===== src/rtl/axicb_arb_pkg.sv =====
// ============================================================================
// Module : axicb_arb_pkg
// Brief  : Shared FSM state type and width helpers for the QoS arbiter.
// Rev    : 1.0
// ============================================================================
`default_nettype none

package axicb_arb_pkg;

    typedef enum logic [0:0] {
        ST_IDLE    = 1'b0,
        ST_GRANTED = 1'b1
    } arb_state_t;

    localparam int AGE_W = 8;

    // max(1, clog2(n)): used for PRIO_W, ID_W and level-index widths
    function automatic int width_of(input int n);
        return (n <= 2) ? 1 : $clog2(n);
    endfunction

endpackage

`default_nettype wire


===== src/rtl/axicb_rr_picker.sv =====
// ============================================================================
// Module : axicb_rr_picker
// Brief  : Combinational round-robin pick, searching upward from ptr+1 with wrap.
// Rev    : 1.0
// ============================================================================
`default_nettype none

module axicb_rr_picker #(
    parameter int N = 4,
    parameter int W = 2
) (
    input  logic [N-1:0] req,
    input  logic [W-1:0] ptr,
    output logic [N-1:0] gnt,
    output logic         vld
);

    logic [W-1:0] idx;

    always_comb begin
        gnt = '0;
        vld = 1'b0;
        idx = '0;
        for (int k = 1; k <= N; k++) begin
            idx = W'((int'(ptr) + k) % N);
            if (!vld && req[idx]) begin
                gnt[idx] = 1'b1;
                vld      = 1'b1;
            end
        end
    end

endmodule

`default_nettype wire


===== src/rtl/axicb_qos_arbiter.sv =====
// ============================================================================
// Module : axicb_qos_arbiter
// Brief  : Static-priority round-robin arbiter with age-based promotion.
// Rev    : 1.0
// ============================================================================
`default_nettype none

module axicb_qos_arbiter
    import axicb_arb_pkg::*;
#(
    parameter int                                  REQ_NB       = 4,
    parameter int                                  PRIO_NB      = 4,
    parameter logic [REQ_NB*width_of(PRIO_NB)-1:0] REQ_PRIORITY = '0,
    parameter int                                  AGE_EN       = 1,
    parameter int                                  AGE_MAX      = 8
) (
    input  logic                        aclk,
    input  logic                        srst,
    input  logic                        en,
    input  logic [REQ_NB-1:0]           req,
    input  logic                        done,
    output logic [REQ_NB-1:0]           grant,
    output logic                        grant_vld,
    output logic [width_of(REQ_NB)-1:0] grant_id
);

    localparam int PRIO_W = width_of(PRIO_NB);
    localparam int ID_W   = width_of(REQ_NB);
    localparam int NLVL   = PRIO_NB + 1;
    localparam int LVL_W  = width_of(NLVL);

    for (genvar i = 0; i < REQ_NB; i++) begin : g_prio_chk
        if (int'(REQ_PRIORITY[i*PRIO_W +: PRIO_W]) >= PRIO_NB) begin : g_bad
            $error("REQ_PRIORITY field %0d exceeds PRIO_NB-1", i);
        end
    end

    arb_state_t        state_q, state_d;
    logic [REQ_NB-1:0] grant_q, grant_d;
    logic [ID_W-1:0]   id_q, id_d;
    logic [ID_W-1:0]   ptr_q [NLVL];
    logic [ID_W-1:0]   ptr_d [NLVL];
    logic [AGE_W-1:0]  age_q [REQ_NB];
    logic [AGE_W-1:0]  age_d [REQ_NB];

    logic [REQ_NB-1:0] promoted;
    logic [REQ_NB-1:0] lvl_req [NLVL];
    logic [REQ_NB-1:0] lvl_gnt [NLVL];
    logic              lvl_vld [NLVL];
    logic [REQ_NB-1:0] win;
    logic [ID_W-1:0]   win_id;
    logic [LVL_W-1:0]  win_lvl;
    logic              win_vld;
    logic              gnt_evt;

    always_comb begin
        promoted = '0;
        for (int i = 0; i < REQ_NB; i++) begin
            promoted[i] = (AGE_EN != 0) && (age_q[i] == AGE_W'(AGE_MAX));
        end
    end

    // Promoted requesters live only in the virtual level PRIO_NB
    always_comb begin
        for (int l = 0; l < NLVL; l++) begin
            lvl_req[l] = '0;
            for (int i = 0; i < REQ_NB; i++) begin
                lvl_req[l][i] = req[i] && (promoted[i] ? (l == PRIO_NB)
                                : (int'(REQ_PRIORITY[i*PRIO_W +: PRIO_W]) == l));
            end
        end
    end

    for (genvar l = 0; l < NLVL; l++) begin : g_lvl
        axicb_rr_picker #(
            .N (REQ_NB),
            .W (ID_W)
        ) u_pick (
            .req (lvl_req[l]),
            .ptr (ptr_q[l]),
            .gnt (lvl_gnt[l]),
            .vld (lvl_vld[l])
        );
    end

    always_comb begin
        win     = '0;
        win_lvl = '0;
        win_vld = 1'b0;
        win_id  = '0;
        for (int l = 0; l < NLVL; l++) begin
            if (lvl_vld[l]) begin
                win     = lvl_gnt[l];
                win_lvl = LVL_W'(l);
                win_vld = 1'b1;
            end
        end
        for (int i = 0; i < REQ_NB; i++) begin
            if (win[i]) win_id = ID_W'(i);
        end
    end

    assign gnt_evt = en && win_vld && ((state_q == ST_IDLE) || done);

    always_comb begin
        state_d = state_q;
        grant_d = grant_q;
        id_d    = id_q;
        ptr_d   = ptr_q;
        if (gnt_evt) begin
            state_d        = ST_GRANTED;
            grant_d        = win;
            id_d           = win_id;
            ptr_d[win_lvl] = win_id;
        end else if ((state_q == ST_GRANTED) && done) begin
            state_d = ST_IDLE;
            grant_d = '0;
            id_d    = '0;
        end
    end

    always_comb begin
        for (int i = 0; i < REQ_NB; i++) begin
            age_d[i] = age_q[i];
            if (AGE_EN == 0) begin
                age_d[i] = '0;
            end else if (gnt_evt && win[i]) begin
                age_d[i] = '0;
            end else if (gnt_evt && req[i]) begin
                if (age_q[i] != AGE_W'(AGE_MAX)) age_d[i] = age_q[i] + AGE_W'(1);
            end else if (!req[i] && !((state_q == ST_GRANTED) && grant_q[i])) begin
                age_d[i] = '0;
            end
        end
    end

    always_ff @(posedge aclk) begin
        if (srst) begin
            state_q <= ST_IDLE;
            grant_q <= '0;
            id_q    <= '0;
            for (int l = 0; l < NLVL; l++) ptr_q[l] <= ID_W'(REQ_NB - 1);
            for (int i = 0; i < REQ_NB; i++) age_q[i] <= '0;
        end else begin
            state_q <= state_d;
            grant_q <= grant_d;
            id_q    <= id_d;
            ptr_q   <= ptr_d;
            age_q   <= age_d;
        end
    end

    assign grant     = grant_q;
    assign grant_vld = (state_q == ST_GRANTED);
    assign grant_id  = id_q;

endmodule

`default_nettype wire

===== config.mk =====
export PLATFORM = sky130hd
export DESIGN_NAME = axicb_qos_arbiter
export DESIGN_NICKNAME = d
export VERILOG_FILES = /design/src/rtl/axicb_arb_pkg.sv /design/src/rtl/axicb_rr_picker.sv /design/src/rtl/axicb_qos_arbiter.sv
export SDC_FILE = /design/constraint.sdc
export NUM_CORES = 1
export LEC_CHECK = 0
export CAP_MARGIN = 20
export CORE_MARGIN = 3
export CORE_UTILIZATION = 54
export DETAILED_ROUTE_END_ITERATION = 8
export PLACE_DENSITY = 0.72
export REMOVE_ABC_BUFFERS = 1
export SLEW_MARGIN = 25
export SYNTH_ARGS = -nofsm -noshare
export SYNTH_HDL_FRONTEND = slang
export SYNTH_SLANG_ARGS = --single-unit

===== constraint.sdc =====
create_clock -name aclk -period 5.3 [get_ports aclk]
set_clock_uncertainty 0.15 [all_clocks]
set_input_delay 0.53 -clock aclk [delete_from_list [all_inputs] [get_ports aclk]]
set_output_delay 0.53 -clock aclk [all_outputs]
set_load 0.05 [all_outputs]

==> flow_summary.yaml, run 1 <==
global_routing:
  grt_pass1_wl_microns: 13000
  grt_max_degree: 30
  grt.total_usage_pct: 22.3
  grt_pass1_vias: 2638
  antenna_found_initial: 0
  globalRoute.totalOverflow: 0
clocking:
  numCtsBuffers: 5
  clockBufferDepth: 2
  clkSlewWorstSetupHoldPaths_ns: 0.08
  cts_hold_buf: 0
  cts_tree: "yes"
  cts-root-buf: "clkbuf_8"
  worstSkewPairLatency_ns: 0.30
  post_cts_buffers: 0
  cts_resized: 0
  cts.sinks: 43
  htree_levels: 2
job:
  cap_violations: 0
place:
  place_congestion: 0.919
  dpl-instance-area_sq_um: 3440
  port_buffers: 14
  place_ws_ns: 1.53
  dp.cells: 464
  dp_hpwl_microns: 5800
timing:
  setup_viol: 0
  setup_tns_ns: 0
  tightest_slew_ns: 0.848
  max_freq_mhz: 263
  maxSlewViolCount: 0
  fin_ws_ns: 1.50
  period_minus_slack_ns: 3.80
  rsz0062_at_grt: "no"
  hold_viol: 0
  max_slew_margin_pct: 43.0
  period_share_pct: 71.8
min_path:
  min_path_type: "reg2reg"
  hold_depth: 2
  min_to: "grant[2]$_SDFFE_PP0P_"
  hp-start: "grant[2]$_SDFFE_PP0P_"
pwr:
  p_switching_uw: 464
  ir_drop_v: 0.000198
  pwr-share-comb_pct: 45.4
  p_leak_nw: 1.36
  p_int_uw: 690
  power.density_nw_per_um2: 325
  switching_share_pct: 40.2
  clock_power_share_pct: 21.9
  pwr-share-seq_pct: 32.7
finish:
  design_area_sq_um: 3550
  final_cell_mix: "dfxtp_1 (43), nand2_1 (34), nor2_1 (27), ha_1 (24), nor3_1 (22)"
  layout-drive-gt1-share_pct: 9.27
  layout.nets: 431
  final_common_cell: "dfxtp_1"
  instances_no_fill: 471
  diodes: 0
  syn2layout_area_growth_pct: 9.46
synth:
  synth_compound_area_share_pct: 18.8
  syn_avg_cell_area_sq_um: 8.35
  ys.flop_type: "dfxtp_1"
  synth_top_family_by_area: "simple AND/OR/NAND/NOR gates"
  synth_cells: 388
  synth_edf_count: 0
  yosysTopAreaCellShare_pct: 26.6
  synthAdderAreaFrac_pct: 9.27
  synth.ff_latch_count: 43
  yosys.area_share.simple_pct: 28.6
  yosys.area.top_type: "dfxtp_1"
  synth_cell_types: 56
  synth.yosys.seq_area_share_pct: 26.6
  synthMuxAreaShare_pct: 6.80
  synth_area_leaders: "dfxtp_1 (27%), ha_1 (9.3%), mux4_2 (5.6%), xor2_1 (4.9%), nand2_1 (3.9%)"
  synth_xor_area_share_pct: 6.76
  synthArstFlopShare_pct: 0
  ys_warn_count: 0
  synth_area_sq_um: 3240
setup_path:
  r2r_start: "ptr_q[0]$_SDFFE_PP1P_"
  cp-start-kind: "flop"
  reg2reg_slack_ns: 1.50
  worstPathMaxFanout: 14
  r2r_end: "age_q[3]$_SDFFE_PP0P_"
  required_ns: 5.32
  worst_r2r_path_depth: 10
  crit_type: "reg2reg"
  crit_arrival_ns: 3.82
  end_kind: "flop"
floorplanning:
  core-area_sq_um: 5640
  die_y_microns: 83.5
  die_area_sq_um: 6970
  io_pins: 15
  std_cell_rows: 27
  die_w_microns: 83.5
  start_util_pct: 57.4
detailed_routing:
  wl_per_cell_microns: 16.6
  ant_nets: 0
  vias: 2984
  initialDrtViolationCount: 215
  drc: 0
  drt-pass1-iter-count: 5
  wirelength_microns: 7810
  via_per_inst: 6.34
run_status:
  status: "complete, no violations"
==> stage by stage <==
step	total power, mW	util (%)	hold slack (ns)
global placement	0.903	61.0	0.310
global route	1.23	62.9	0.356
floorplan	0.761	-	0.297
CTS	1.16	62.9	0.326
finish	1.15	62.9	0.324
detailed placement	0.900	61.0	0.314
==> logic make-up after synthesis <==
group | Yosys count
and+or+nand+nor | 169
AOI/OAI and AO/OA | 87
DFF | 43
buffers and inverters | 28
xor gates and xnor gates | 25
adders and majority gates | 24
muxes | 12
==> worst max-delay path, cell delays in order, from the launching register on <==
cell,delay (ns)
dfxtp_1,0.63
inv_1,0.26
ha_1,0.51
nor2b_1,0.21
and4_1,0.25
a221oi_1,0.51
nand3_1,0.14
a311o_1,0.38
a21oi_1,0.23
a21o_1,0.29
nor4_1,0.10
==> registers in the layout (all words and copies together) (netlist names) <==
register   flops
age_q         32
grant          4
grant_id       2
grant_vld      1
ptr_q          4
==> per-layer routing <==
layer,GRT usage [%],routed length [microns]
met1,32.1,3650
met2,34.4,3580
met3,4.54,464
met4,4.97,115
met5,0,0
==> power groups by stage <==
stage / Combinational, mW / Clock, mW / Sequential (mW)
after floorplan: 0.319 / 0 / 0.442
after global placement: 0.520 / 0 / 0.383
after detailed placement: 0.516 / 0 / 0.384
after CTS: 0.520 / 0.259 / 0.376
after global routing: 0.570 / 0.274 / 0.381
final: 0.524 / 0.253 / 0.377
==> worst max-delay path by stage <==
stage                                startpoint                     end  slack [ns]  cells after the start
after floorplan           ptr_q[0]$_SDFFE_PP1P_   age_q[2]$_SDFFE_PP0P_        2.22                     10
after global placement                   req[2]  age_q[16]$_SDFFE_PP0P_        1.59                      8
after detailed placement                 req[2]  age_q[21]$_SDFFE_PP0P_        1.53                      8
after CTS                 ptr_q[0]$_SDFFE_PP1P_   age_q[3]$_SDFFE_PP0P_        1.62                     10
after global routing      ptr_q[0]$_SDFFE_PP1P_   age_q[4]$_SDFFE_PP0P_        1.28                     10
final                     ptr_q[0]$_SDFFE_PP1P_   age_q[3]$_SDFFE_PP0P_        1.50                     10
==> cells in the mapped netlist, drive strengths merged (5+ instances only) <==
library cell / count
clkbuf: 12
a21o: 8
nand4: 20
inv: 16
a31oi: 10
xnor2: 7
nor4: 10
nor3: 22
nand3: 15
a21boi: 5
dfxtp: 43
a21oi: 21
mux4: 8
ha: 24
o21ai: 15
and3: 11
xor2: 18
nor2: 27
nand2: 34
==> final cells by class <==
type	count	area, sq um
sequential	43	861
inverter	16	60.1
tap	72	90.1
clock buffer	5	68.8
multi-input combinational	317	2270
clock inverter	2	37.5
fill	515	2090
timing repair buffer	16	155
No activity file was read; power rests on OpenSTA's default activity.
==> run 2: changes to the inputs <==
==> constraint.sdc (replaced) <==
create_clock -name aclk -period 3.9 [get_ports aclk]
set_clock_uncertainty 0.15 [all_clocks]
set_input_delay 0.39 -clock aclk [delete_from_list [all_inputs] [get_ports aclk]]
set_output_delay 0.39 -clock aclk [all_outputs]
set_load 0.05 [all_outputs]
==> flow_summary.yaml, run 2 (synthesis gave the netlist of run 1 again) <==
finish:
  seq_area_sq_um: 861
  syn2layout_area_growth_pct: 11.2
  final_core_util_pct: 63.9
  final_common_cell: "dfxtp_1"
  design_area_sq_um: 3600
  nFillCells: 510
  layout-drive-gt1-share_pct: 11.3
  layout.nets: 439
  diodes: 0
  largest_reg_flops: 32
  multi_input_area_sq_um: 2270
  regMostFlops: "age_q"
  final_cell_mix: "dfxtp_1 (43), nand2_1 (34), nor2_1 (27), ha_1 (24), nor3_1 (22)"
job:
  cap_violations: 0
pwr:
  p_leak_nw: 1.39
  pwr-share-comb_pct: 47.6
  clock_power_share_pct: 20.7
  pwr-share-seq_pct: 31.7
  p_switching_uw: 651
  power.density_nw_per_um2: 437
  switching_share_pct: 41.3
  ir_drop_v: 0.000306
  p_int_uw: 924
setup_path:
  end_kind: "flop"
  crit_chain: "inv_1 -> ha_1 -> nor2b_1 -> and4_1 -> a221oi_1 -> nand3_1 -> a311o_1 -> a21oi_1 -> a21o_1 -> nor4_1"
  slowest_stage: "dfxtp_1"
  cpPeakStageDelay_ns: 0.48
  required_ns: 3.90
  cp-start-kind: "flop"
  crit_type: "reg2reg"
  worstPathMaxFanout: 11
  crit_arrival_ns: 3.44
floorplanning:
  io_pins: 15
  die_y_microns: 83.5
  std_cell_rows: 27
  start_util_pct: 57.4
  die_w_microns: 83.5
  core-area_sq_um: 5640
  die_area_sq_um: 6970
timing:
  timing.hold.ws_ns: 0.327
  max_slew_margin_pct: 45.9
  max_freq_mhz: 291
  period_share_pct: 88.1
  tightest_slew_ns: 0.809
  setup_tns_ns: 0
  setup_viol: 0
  hold_viol: 0
  rsz0062_at_grt: "no"
  maxSlewViolCount: 0
  period_minus_slack_ns: 3.44
global_routing:
  globalRoute.totalOverflow: 0
  antenna_found_initial: 0
  grt_pass1_wl_microns: 13400
  grt_pass1_vias: 2786
  use_met1_pct: 32.9
  grt.total_usage_pct: 23.0
  grt_most_used_layer: "met2"
  grt.met2_usage_pct: 36.4
  grt_max_degree: 21
  use_met3_pct: 2.76
detailed_routing:
  drc: 0
  vias: 2973
  drt-pass1-iter-count: 4
  wirelength_microns: 7960
  via_per_inst: 6.19
  wl_per_cell_microns: 16.6
  ant_nets: 0
  initialDrtViolationCount: 198
run_status:
  status: "complete, no violations"
min_path:
  min_path_type: "reg2reg"
clocking:
  worstSkewPairLatency_ns: 0.31
  cts_resized: 0
  cts-root-buf: "clkbuf_8"
  clkSlewWorstSetupHoldPaths_ns: 0.09
  cts_hold_buf: 0
  clockBufferDepth: 2
  post_cts_buffers: 0
  numCtsBuffers: 5
  cts_tree: "yes"
  htree_levels: 2
  cts.sinks: 43
place:
  dpl-instance-area_sq_um: 3500
  dp_hpwl_microns: 5940
  port_buffers: 14
  place_congestion: 0.901
[run 2: cell count changes in the layout (fill, tap and decap cells not counted), sizes merged]
cell and change:
bufinv -1, clkbuf +2, buf +8
[run 2: cell type report]
cell class                      count  share of cell area, %
Inverter                           16                   1.67
Clock inverter                      1                  0.208
Clock buffer                        7                   2.67
Multi-Input combinational cell    317                   63.1
Sequential cell                    43                   23.9
Tap cell                           72                   2.50
Timing Repair Buffer               24                   5.97
[run 2: through the flow]
stage,instances,power (mW),setup slack [ns]
final,480,1.58,0.463
after global routing,480,1.67,0.110
after CTS,480,1.57,0.478
after detailed placement,472,1.25,0.411
after global placement,472,1.24,0.510
after floorplan,376,1.03,0.820
[run 2: critical path: cells and delay by family, from the launching register on]
kind | cells | cell delay [ns]
flops | 1 | 0.48
simple gates | 4 | 0.65
buf+inv | 1 | 0.20
compound gates | 4 | 1.34
fa+ha+maj | 1 | 0.46
[run 2: routing by layer]
layer / share of wire, % / vias to the layer above
li1: - / 1486
met1: 48 / 1390
met2: 45 / 85
met3: 5.4 / 12
met4: 1.7 / 0
met5: 0 / -
[run 2: final timing paths]
kind                              start                     to  slack [ns]  depth (start not counted)
hold / removal    grant[2]$_SDFFE_PP0P_  grant[2]$_SDFFE_PP0P_        0.33                          2
setup reg to reg  ptr_q[1]$_SDFFE_PP1P_  age_q[6]$_SDFFE_PP0P_        0.46                         10
hold reg to reg   grant[2]$_SDFFE_PP0P_  grant[2]$_SDFFE_PP0P_        0.33                          2
setup / recovery  ptr_q[1]$_SDFFE_PP1P_  age_q[6]$_SDFFE_PP0P_        0.46                         10
[run 2: power by group through the flow]
stage / Sequential [mW] / Combinational (mW) / Clock, mW
after floorplan: 0.601 / 0.433 / 0
after detailed placement: 0.508 / 0.738 / 0
final: 0.499 / 0.750 / 0.326
after global placement: 0.509 / 0.735 / 0
after global routing: 0.503 / 0.816 / 0.353
after CTS: 0.498 / 0.742 / 0.333
==> run 3: changes to the inputs <==
--- a/config.mk
+++ b/config.mk
@@ -5,12 +5,15 @@
 export SDC_FILE = /design/constraint.sdc
 export NUM_CORES = 1
 export LEC_CHECK = 0
+export ABC_CLOCK_PERIOD_IN_PS = 3900
 export CAP_MARGIN = 20
 export CORE_MARGIN = 3
 export CORE_UTILIZATION = 54
+export CTS_BUF_LIST = sky130_fd_sc_hd__clkbuf_4 sky130_fd_sc_hd__clkbuf_8 sky130_fd_sc_hd__clkbuf_16
 export DETAILED_ROUTE_END_ITERATION = 8
 export PLACE_DENSITY = 0.72
 export REMOVE_ABC_BUFFERS = 1
+export SETUP_SLACK_MARGIN = 0.4
 export SLEW_MARGIN = 25
 export SYNTH_ARGS = -nofsm -noshare
 export SYNTH_HDL_FRONTEND = slang
==> flow_summary.yaml, run 3 (synthesis gave the netlist of run 1 again) <==
global_routing:
  grt.total_usage_pct: 23.0
  antenna_found_initial: 0
  globalRoute.totalOverflow: 0
  grt_pass1_wl_microns: 13400
  grt_pass1_vias: 2786
  grt_max_degree: 21
detailed_routing:
  ant_nets: 0
  initialDrtViolationCount: 221
  drc: 0
  drt-pass1-iter-count: 4
  wl_per_cell_microns: 16.7
  wirelength_microns: 7990
  via_per_inst: 6.19
  vias: 2970
floorplanning:
  core-area_sq_um: 5640
  die_w_microns: 83.5
  start_util_pct: 57.4
  std_cell_rows: 27
  die_area_sq_um: 6970
  io_pins: 15
  die_y_microns: 83.5
pwr:
  p_int_uw: 928
  switching_share_pct: 41.4
  pwr-share-seq_pct: 31.5
  power.density_nw_per_um2: 434
  clock_power_share_pct: 20.6
  ir_drop_v: 0.000308
  total_power_mw: 1.58
  pwr-share-comb_pct: 47.9
  p_leak_nw: 1.41
  p_switching_uw: 655
timing:
  rsz0062_at_grt: "no"
  max_slew_margin_pct: 45.7
  tightest_slew_ns: 0.812
  maxSlewViolCount: 0
  hold_viol: 0
  period_share_pct: 85.1
  setup_tns_ns: 0
  setup_viol: 0
  max_freq_mhz: 301
  period_minus_slack_ns: 3.32
setup_path:
  required_ns: 3.99
  slowest_stage: "mux4_2"
  cpPeakStageDelay_ns: 0.61
  critPathBufInv: 1
  crit_chain: "inv_1 -> ha_1 -> nor4b_2 -> nand3_1 -> mux4_2 -> nor3_1 -> nor2_1 -> a211o_1 -> a2111oi_2 -> o21bai_1"
  worst_r2r_path_depth: 10
  r2r_start: "age_q[24]$_SDFFE_PP0P_"
  crit_arrival_ns: 3.41
  r2r_end: "age_q[16]$_SDFFE_PP0P_"
  end_kind: "flop"
  cp-start-kind: "flop"
  critPathTopFamily: "simple AND/OR/NAND/NOR gates"
  reg2reg_slack_ns: 0.58
  worstPathMaxFanout: 7
  crit_type: "reg2reg"
finish:
  design_area_sq_um: 3640
  layout.nets: 439
  syn2layout_area_growth_pct: 12.5
  diodes: 0
  instances_no_fill: 480
  seq_area_sq_um: 861
  nFillCells: 500
  regMostFlops: "age_q"
  layout-drive-gt1-share_pct: 12.5
  final_common_cell: "dfxtp_1"
  largest_reg_flops: 32
  final_core_util_pct: 64.6
  multi_input_area_sq_um: 2310
  final_cell_mix: "dfxtp_1 (43), nand2_1 (34), nor2_1 (27), ha_1 (23), nor3_1 (22)"
min_path:
  hp-start: "grant[2]$_SDFFE_PP0P_"
  min_to: "grant[2]$_SDFFE_PP0P_"
  hold_depth: 2
  min_path_type: "reg2reg"
clocking:
  clkSlewWorstSetupHoldPaths_ns: 0.09
  cts-root-buf: "clkbuf_8"
  htree_levels: 2
  cts_tree: "yes"
  cts.sinks: 43
  worstSkewPairLatency_ns: 0.31
  numCtsBuffers: 5
  clockBufferDepth: 2
place:
  dp.cells: 472
  dpl-instance-area_sq_um: 3500
  dp_hpwl_microns: 5940
  place_congestion: 0.901
  port_buffers: 14
run_status:
  status: "complete, no violations"
job:
  cap_violations: 0
-- run 3: worst max path at each step --
stage | start | to | slack [ns] | cells after the start
floorplan | ptr_q[0]$_SDFFE_PP1P_ | age_q[2]$_SDFFE_PP0P_ | 0.82 | 10
global placement | req[0] | age_q[16]$_SDFFE_PP0P_ | 0.51 | 8
detailed placement | req[0] | age_q[10]$_SDFFE_PP0P_ | 0.41 | 7
CTS | ptr_q[1]$_SDFFE_PP1P_ | age_q[2]$_SDFFE_PP0P_ | 0.48 | 10
global route | age_q[0]$_SDFFE_PP0P_ | ptr_q[8]$_SDFFE_PP1P_ | 0.38 | 11
finish | age_q[24]$_SDFFE_PP0P_ | age_q[16]$_SDFFE_PP0P_ | 0.58 | 10
-- run 3: area by class of cell --
type	instances	share of cell area (%)
inverter	16	1.65
timing repair buffer	24	5.90
sequential	43	23.6
clock buffer	7	2.64
multi-input combinational	317	63.5
tap	72	2.47
clock inverter	1	0.206
-- run 3: layer usage --
metal	share of wire (%)	routed length (microns)	GRT usage, %
met3	4.3	341	2.76
met5	0	0	0
met1	48	3820	32.9
met2	46	3690	36.4
met4	1.8	142	7.16
-- run 3: timing repair --
item	4_1_cts	5_1_grt
endpoints found under the setup margin	0	35
hold buffers	0	0
buffers inserted	0	0
gates resized for setup	0	7
-- run 3: power groups by stage --
stage	logic (mW)	clock network [mW]	registers, mW
floorplan	0.433	0	0.601
global placement	0.735	0	0.509
detailed placement	0.738	0	0.508
CTS	0.742	0.333	0.498
global route	0.824	0.353	0.503
finish	0.757	0.327	0.499
-- run 3: tightest hold or removal path, cell delays in order, from the launching register on --
cell and delay [ns]:
dfxtp_1 0.33, nand2_1 0.05, a21oi_1 0.05
-- run 3: stage by stage --
step           hold WS [ns]  setup slack, ns
2_1_floorplan         0.297            0.820
3_3_place_gp          0.312            0.510
3_5_place_dp          0.313            0.411
4_1_cts               0.327            0.478
5_1_grt               0.367            0.376
6_report              0.327            0.581
